[config.mk]
export PLATFORM = sky130hd
export DESIGN_NAME = codec_config_sequencer
export DESIGN_NICKNAME = d
export VERILOG_FILES = /design/src/rtl/codec_config_sequencer_pkg.sv /design/src/rtl/codec_init_rom.sv /design/src/rtl/codec_config_sequencer.sv
export SDC_FILE = /design/constraint.sdc
export NUM_CORES = 1
export LEC_CHECK = 0
export BUFFER_PORTS_ARGS = -buffer_cell sky130_fd_sc_hd__buf_4
export CAP_MARGIN = 20
export CORE_MARGIN = 4
export CORE_UTILIZATION = 25
export DETAILED_ROUTE_END_ITERATION = 8
export HOLD_SLACK_MARGIN = 0.08
export PLACE_DENSITY = 0.46
export SYNTH_ARGS = -nofsm -noshare
export SYNTH_HDL_FRONTEND = slang
export SYNTH_SLANG_ARGS = --single-unit
export TNS_END_PERCENT = 30
[constraint.sdc]
create_clock -name CLK -period 3.7 [get_ports CLK]
set_input_delay 0.37 -clock CLK [delete_from_list [all_inputs] [get_ports CLK]]
set_output_delay 0.37 -clock CLK [all_outputs]
set_load 0.02 [all_outputs]
[src/rtl/codec_config_sequencer_pkg.sv]
// Shared types and codec register words for the codec control-port sequencer.
// Words are {7-bit register address, 9-bit data}.
package codec_config_sequencer_pkg;

    typedef enum logic [2:0] {
        ST_STARTUP,
        ST_LOAD,
        ST_TRIG,
        ST_WAIT_BUSY,
        ST_WAIT_DONE,
        ST_GAP,
        ST_IDLE
    } state_t;

    // Cycles, counted from the TRG cycle, within which the shifter must drop RDY.
    localparam int unsigned BUSY_WINDOW = 4;

    localparam logic [15:0] REG_RESET  = 16'h1E00;
    localparam logic [15:0] REG_PWR    = 16'h0C00;
    localparam logic [15:0] REG_LIN    = 16'h0117;
    localparam logic [15:0] REG_LHP    = 16'h0479;
    localparam logic [15:0] REG_RHP    = 16'h0679;
    localparam logic [15:0] REG_APATH  = 16'h0812;
    localparam logic [15:0] REG_DPATH  = 16'h0A00;
    localparam logic [15:0] REG_IFACE  = 16'h0E01;
    localparam logic [15:0] REG_SRATE  = 16'h1000;
    localparam logic [15:0] REG_ACTIVE = 16'h1201;

    localparam logic [6:0] ADDR_LHP_VOL = 7'h02;
    localparam logic [6:0] ADDR_RHP_VOL = 7'h03;

    function automatic int unsigned cnt_width(input int unsigned a,
                                              input int unsigned b,
                                              input int unsigned c);
        int unsigned m;
        m = a;
        if (b > m) m = b;
        if (c > m) m = c;
        if (BUSY_WINDOW > m) m = BUSY_WINDOW;
        return $clog2(m + 1);
    endfunction

endpackage

[src/rtl/codec_init_rom.sv]
// Combinational init-table lookup; indices at or beyond N_INIT read as zero.
module codec_init_rom
    import codec_config_sequencer_pkg::*;
#(
    parameter int unsigned DATASIZE = 16,
    parameter int unsigned N_INIT   = 10
) (
    input  logic [7:0]          idx,
    output logic [DATASIZE-1:0] word
);

    logic [15:0] entry;

    always_comb begin
        case (idx)
            8'd0:    entry = REG_RESET;
            8'd1:    entry = REG_PWR;
            8'd2:    entry = REG_LIN;
            8'd3:    entry = REG_LHP;
            8'd4:    entry = REG_RHP;
            8'd5:    entry = REG_APATH;
            8'd6:    entry = REG_DPATH;
            8'd7:    entry = REG_IFACE;
            8'd8:    entry = REG_SRATE;
            8'd9:    entry = REG_ACTIVE;
            default: entry = '0;
        endcase
        word = (32'(idx) < N_INIT) ? DATASIZE'(entry) : '0;
    end

endmodule

[src/rtl/codec_config_sequencer.sv]
// Powers up the codec through the SPI shifter: startup delay, init table, then
// arbitrated runtime register writes from the user port.
module codec_config_sequencer
    import codec_config_sequencer_pkg::*;
#(
    parameter int unsigned DATASIZE       = 16,
    parameter int unsigned N_INIT         = 10,
    parameter int unsigned STARTUP_CYCLES = 1200,
    parameter int unsigned GAP_CYCLES     = 16,
    parameter int unsigned TIMEOUT_CYCLES = 1024
) (
    input  logic                CLK,
    input  logic                RESET,
    output logic [DATASIZE-1:0] SPI_DATA,
    output logic                SPI_TRG,
    input  logic                SPI_RDY,
    input  logic [DATASIZE-1:0] USER_DATA,
    input  logic                USER_VALID,
    output logic                USER_READY,
    input  logic                REINIT,
    output logic                INIT_DONE,
    output logic                BUSY,
    output logic                ERROR,
    output logic [7:0]          WORD_IDX
);

    localparam int unsigned CNT_W = cnt_width(STARTUP_CYCLES, GAP_CYCLES, TIMEOUT_CYCLES);
    localparam logic [CNT_W-1:0] STARTUP_LAST = CNT_W'(STARTUP_CYCLES - 1);
    localparam logic [CNT_W-1:0] GAP_LAST     = CNT_W'(GAP_CYCLES - 1);
    localparam logic [CNT_W-1:0] TIMEOUT_LAST = CNT_W'(TIMEOUT_CYCLES - 1);
    // The TRG cycle is part of the busy window, so WAIT_BUSY itself is one shorter.
    localparam logic [CNT_W-1:0] BUSY_LAST    = CNT_W'(BUSY_WINDOW - 2);
    localparam logic [7:0]       LAST_IDX     = 8'(N_INIT - 1);

    state_t              state, state_next;
    logic [CNT_W-1:0]    cnt, cnt_next;
    logic [DATASIZE-1:0] user_word, rom_word;
    logic                reinit_pending, reinit_req;
    logic                restart, gap_end, error_set, accept;

    codec_init_rom #(
        .DATASIZE (DATASIZE),
        .N_INIT   (N_INIT)
    ) u_rom (
        .idx  (WORD_IDX),
        .word (rom_word)
    );

    always_ff @(posedge CLK) begin
        if (RESET) begin
            state <= ST_STARTUP;
            cnt   <= '0;
        end else begin
            state <= state_next;
            cnt   <= cnt_next;
        end
    end

    always_comb begin
        state_next = state;
        reinit_req = reinit_pending || REINIT;
        gap_end    = (state == ST_GAP) && (cnt >= GAP_LAST);
        error_set  = 1'b0;
        case (state)
            ST_STARTUP:
                if (!REINIT && cnt >= STARTUP_LAST) state_next = ST_LOAD;
            ST_LOAD:
                state_next = ST_TRIG;
            ST_TRIG:
                state_next = ST_WAIT_BUSY;
            ST_WAIT_BUSY:
                if (!SPI_RDY) begin
                    state_next = ST_WAIT_DONE;
                end else if (cnt >= BUSY_LAST) begin
                    state_next = ST_GAP;
                    error_set  = 1'b1;
                end
            ST_WAIT_DONE:
                if (SPI_RDY) begin
                    state_next = ST_GAP;
                end else if (cnt >= TIMEOUT_LAST) begin
                    state_next = ST_GAP;
                    error_set  = 1'b1;
                end
            ST_GAP:
                if (gap_end) begin
                    if (reinit_req)                          state_next = ST_STARTUP;
                    else if (INIT_DONE || WORD_IDX == LAST_IDX) state_next = ST_IDLE;
                    else                                     state_next = ST_LOAD;
                end
            ST_IDLE:
                if (REINIT)          state_next = ST_STARTUP;
                else if (USER_VALID) state_next = ST_LOAD;
            default:
                state_next = ST_STARTUP;
        endcase
        // Staying in STARTUP on REINIT must still restart the delay count.
        restart  = (state_next == ST_STARTUP) && ((state != ST_STARTUP) || REINIT);
        if (restart || state_next != state) cnt_next = '0;
        else if (cnt == '1)                 cnt_next = cnt;
        else                                cnt_next = cnt + 1'b1;
    end

    always_comb begin
        SPI_TRG    = (state == ST_TRIG) && !RESET;
        USER_READY = (state == ST_IDLE) && !REINIT && !RESET;
        BUSY       = (state != ST_IDLE) || RESET;
        accept     = USER_VALID && USER_READY;
    end

    always_ff @(posedge CLK) begin
        if (RESET) begin
            SPI_DATA       <= '0;
            user_word      <= '0;
            INIT_DONE      <= 1'b0;
            ERROR          <= 1'b0;
            WORD_IDX       <= '0;
            reinit_pending <= 1'b0;
        end else begin
            if (accept) user_word <= USER_DATA;
            if (state == ST_LOAD) SPI_DATA <= INIT_DONE ? user_word : rom_word;
            if (error_set) ERROR <= 1'b1;
            if (restart) begin
                INIT_DONE      <= 1'b0;
                ERROR          <= 1'b0;
                WORD_IDX       <= '0;
                reinit_pending <= 1'b0;
            end else begin
                if (REINIT) reinit_pending <= 1'b1;
                if (gap_end && !INIT_DONE) begin
                    if (WORD_IDX == LAST_IDX) INIT_DONE <= 1'b1;
                    else                      WORD_IDX  <= WORD_IDX + 8'd1;
                end
            end
        end
    end

endmodule

# ---- Word level (Yosys, flattened, before mapping)
# Memories as Yosys holds them, arrays and structs flattened. A register that Yosys moved wholly into a read port is not among the register bits.
# Index checks and enable logic that the tools add are counted.
dict set report totals {
  mem_count 1
  out_inout_bits 29
  ram_bits 0
  in_bits 21
  register_bits 57
  elab_cells 72
  romBits 192
  latchBits 0
}
# name words width read_ports rd_clocked_by_memory_dff write_ports line_no
set memory_table {}
lappend memory_table {{(no name shown)} 16 12 1 1 0 codec_init_rom.sv:15} ;# case (idx)
dict set report classes {
  n_mux 21
  addsub 2
  eq_ne 10
  n_lt_le_gt_ge 5
  n_reduce_logical 24
  n_div 0
  bitwise_logic 1
  n_mul 0
  shift 0
}
# op count
set op_table {}
lappend op_table {{$mux 16} 3}
lappend op_table {{$mux 3} 10}
lappend op_table {{$pmux 3 s7} 1}
lappend op_table {{$add 11x1->11 const B} 1}
lappend op_table {{$eq 11x11->1 const B} 1}
lappend op_table {{$ge 11x10->1 const B} 1}
lappend op_table {{$ge 11x11->1 const B} 1}
lappend op_table {{$ge 11x2->1 const B} 1}
lappend op_table {{$ge 11x4->1 const B} 1}
lappend op_table {{$eq 3x3->1 const B} 3}
lappend op_table {{$add 8x1->8 const B} 1}
lappend op_table {{$eq 8x4->1 const B} 1}
lappend op_table {{$logic_and 1x1->1} 8}
lappend op_table {{$lt 8x4->1 const B} 1}
lappend op_table {{$mux 4} 2}
lappend op_table {{$eq 3x2->1 const B} 2}
lappend op_table {{$logic_not 3->1} 2}
lappend op_table {{$logic_or 1x1->1} 5}
lappend op_table {{$logic_not 4->1} 1}
lappend op_table {{$mux 1} 4}
lappend op_table {{$reduce_and 2->1} 2}
lappend op_table {{$reduce_or 2->1} 2}
lappend op_table {{$eq 3x1->1 const B} 1}
lappend op_table {{$logic_not 1->1} 3}
lappend op_table {{other kinds (5)} 5}

# ---- Depth between registers and ports, before layout
dict set report logic_depth {
  depth_word 10
  depth_mapped 13
}

# ---- Cells and area by module
# Synthesis repeated with hierarchy kept, for this count alone.
dict set report hier_totals {
  hier_cells 372
  hier_area_um2 3211.8
}
# module cells_per_inst area_per_inst_um2 n_inst
set modules_own_cells {}
lappend modules_own_cells {codec_config_sequencer 330 2882.8 1}
lappend modules_own_cells {codec_init_rom 42 329.1 1}

# ---- Worst setup path before layout
# No wires, ideal clock.
dict set report synth_path {
  path_kind {reg-to-reg}
  startpoint {reg WORD_IDX[1]}
  endpoint {reg with a tool-made name}
  setup_slack_ns 0.434
  stages_incl_launch_ff 12
  arrival_time_ns 3.175
  setup_ns 0.091
  path_buffers 0
  period_less_slack_ns 3.266
  required_time_ns 3.609
  path_cell_list {dfxtp_1 > inv_1 > ha_1 > and3b_1 > a21oi_2 > o31ai_4 > a211oi_1 > a31oi_2 > o21ai_0 > ha_1 > or2_2 > a311oi_1}
}
# element line_no
set synth_lines {}
lappend synth_lines {{from (decl)} codec_config_sequencer.sv:24} ;# output logic [7:0] WORD_IDX
lappend synth_lines {{from (signal assigned)} codec_config_sequencer.sv:132} ;# else WORD_IDX <= WORD_IDX + 8'd1;

==> results.cfg <==
[run_status]
status = finished, final reports clean

[floorplanning]
dieArea_um2 = 14900
core_area_um2 = 12700
die_h_um = 122
die_x_um = 122
start_util = 0.257
rows = 41
num_io_pins = 50

[setup_path]
r2r_slack_ns = 0.35
start_kind = flip-flop
crit_chain = ha_1 > a21oi_2 > or2_4 > a2111oi_2 > nor4_1 > a211oi_4 > nor2_4 > or2_1 > ha_1 > or2_2 > a21boi_0 > o22ai_1
arrival_ns = 3.60
crit_path_end_kind = flip-flop
critPathRequiredTime_ns = 3.95
critPathMaxFanout = 7
critPathMaxStageDelay_ns = 0.45
path_common_cell = ha_1
crit_buf_inv = 0
timing.rr.start = cnt[1]
worst_path_max_delay_cell = a211oi_4
critPathKind = flip-flop to flip-flop
startpoint = cnt[1]
crit_family = compound AO/OA/AOI/OAI gates

[sta]
fmax_mhz = 299
worstMarginPinSlew_ns = 0.819
hold_viol_final = 0
relSlewSlack = 0.452
drv_slew = 0
fin_skew_ns = 0.00766
period_minus_slack_ns = 3.35
setup_violations = 0
tns_ns = 0
rsz0062_at_grt = no
holdWs_ns = 0.214
period_share = 0.905

[yosys]
synth_cells = 375
synth_top_area_cell = dfxtp_1
synth-seq-cells = 66
ys_types = 68
synth.most_common_cell = dfxtp_1
synth_top_area_share = 0.406
seq_area_frac_synth = 0.406
synth_flop_cell = dfxtp_1
ys_top_cells_by_count = dfxtp_1, nand2_1, nor2_1
async_flop_share = 0
ys.warnings.count = 0
postSynthAreaPerCell_um2 = 8.67
synth_top_cells_by_area = dfxtp_1, nand2_1, nor2_1
syn_area_um2 = 3250
synth_edf_count = 0
synthesis.nets = 406

[clock_tree]
post_cts_buffers = 0
cts.sinks = 66
clock_latency_ns = 0.33
cts_buffers = 9
htreeDepth = 3
cts_root_buf = clkbuf_16
hold_buffers = 0
cts_buffer_depth = 2
ctsResizeCount = 0
cts_tree = done
path_clk_slew_ns = 0.06

[grt]
grt_pass1_wl_um = 13600
grt_remaining_overflow = 0
grt_max_degree = 39
grt_pass1_vias = 2595
grtUsageTotal = 0.117
antenna_found_initial = 0

[power_and_ir_drop]
swShare = 0.220
p_leak_nw = 1.59
powerDensity_nw_per_um2 = 393
internal_power_mw = 1.26
fin_total_pwr_mw = 1.61
p_sw_mw = 0.355
p_comb_frac = 0.029
pwr-share-seq = 0.443
clockPowerShare = 0.528
max-vdd-ir-drop_uv = 226

[cells_and_area]
n_fill_cell = 1317
diodes = 0
instances_no_fill = 601
layout-area-overhead-vs-synth_pct = 26.1
utilization = 0.324
drive_gt1_frac = 0.247
final_nets = 455

[routing]
dr.pass1.iters = 4
via_per_inst = 4.66
first_iter_violations = 257
vias = 2802
detail-route-antenna-nets = 0
drt_wl_total_um = 8360
routedWlPerCell_um = 13.9
drc_errors = 0

[min_path]
hold_start = USER_DATA[12]
holdCritPathClass = input port to flip-flop

[run]
drv_cap = 0

[placement]
gp_congestion = 0.880
portBuffers = 49
place_inst = 585
dp_hpwl_um = 5990
-- final cells by class --
cell class              instances  area [um2]  area share
multi-input cells             282        1810       0.441
flip-flops and latches         66        1320       0.322
repair buffers                 56         424       0.103
clock buffers                  10         229      0.0558
well taps                     172         215      0.0525
clock inverters                 6        67.6      0.0165
inverters                       9        33.8     0.00824
-- per-stage QoR --
step                setup WS [ns]  instance area [um2]
global placement            0.463                 3790
detailed placement          0.375                 3800
CTS                         0.361                 4100
finish                      0.350                 4100
floorplan                   0.434                 3250
global route                0.145                 4100
-- final timing paths --
path                                 endpoint  depth (start not counted)
worst max register to register      flip-flop                         12
worst min-delay path            user_word[12]                          3
worst max-delay path                flip-flop                         12
worst min register to register   SPI_DATA[13]                          2
-- worst reg2reg max path, stage by stage, from the launching register on --
cell	delay, ns
dfxtp_1	0.42
ha_1	0.31
a21oi_2	0.07
or2_4	0.27
a2111oi_2	0.42
nor4_1	0.13
a211oi_4	0.45
nor2_4	0.05
or2_1	0.28
ha_1	0.27
or2_2	0.30
a21boi_0	0.13
o22ai_1	0.15
-- logic make-up after synthesis --
logic type | count (synthesis) | share of synthesized area
muxes | 1 | 0.00308
AOI/OAI and AO/OA | 72 | 0.177
buffers and inverters | 27 | 0.0373
and+or+nand+nor | 184 | 0.297
xor gates and xnor gates | 15 | 0.0404
DFF | 66 | 0.406
adders and majority gates | 10 | 0.0385
-- power groups by stage --
stage / sequential (mW) / clock [mW] / combinational, mW
after global routing: 0.714 / 0.902 / 0.0511
after floorplan: 0.729 / 0 / 0.0247
after detailed placement: 0.730 / 0 / 0.0473
final: 0.714 / 0.851 / 0.0470
after global placement: 0.730 / 0 / 0.0478
after CTS: 0.714 / 0.881 / 0.0475
-- routing by layer --
| metal | global-route usage | vias to the layer above | share of wire |
|---|---|---|---|
| met1 | 0.166 | 1292 | 0.52 |
| met3 | 0.0297 | 11 | 0.060 |
| met2 | 0.160 | 76 | 0.40 |
| met5 | 0 | - | 0 |
| met4 | 0.0658 | 0 | 0.023 |
| li1 | - | 1423 | - |
-- cell usage in the layout, fill, tap and decap left out, types with 3 or more instances in the layout --
master | synthesis | layout
nand2_1 | 58 | 58
and2_1 | 4 | 4
nor3_1 | 11 | 11
dfxtp_1 | 66 | 66
nand4_1 | 8 | 8
a21oi_2 | 7 | 7
clkbuf_16 | 0 | 9
inv_1 | 9 | 9
xor2_1 | 13 | 13
a21oi_1 | 14 | 14
a211oi_1 | 8 | 8
ha_1 | 10 | 10
buf_4 | 0 | 55
nand3b_1 | 18 | 18
o21ai_0 | 9 | 9
or2_2 | 3 | 3
and3_1 | 3 | 3
nor2_1 | 37 | 37
nand3_1 | 11 | 11
a221oi_1 | 7 | 7
nor2_2 | 6 | 6
No activity file was read; power rests on OpenSTA's default activity.
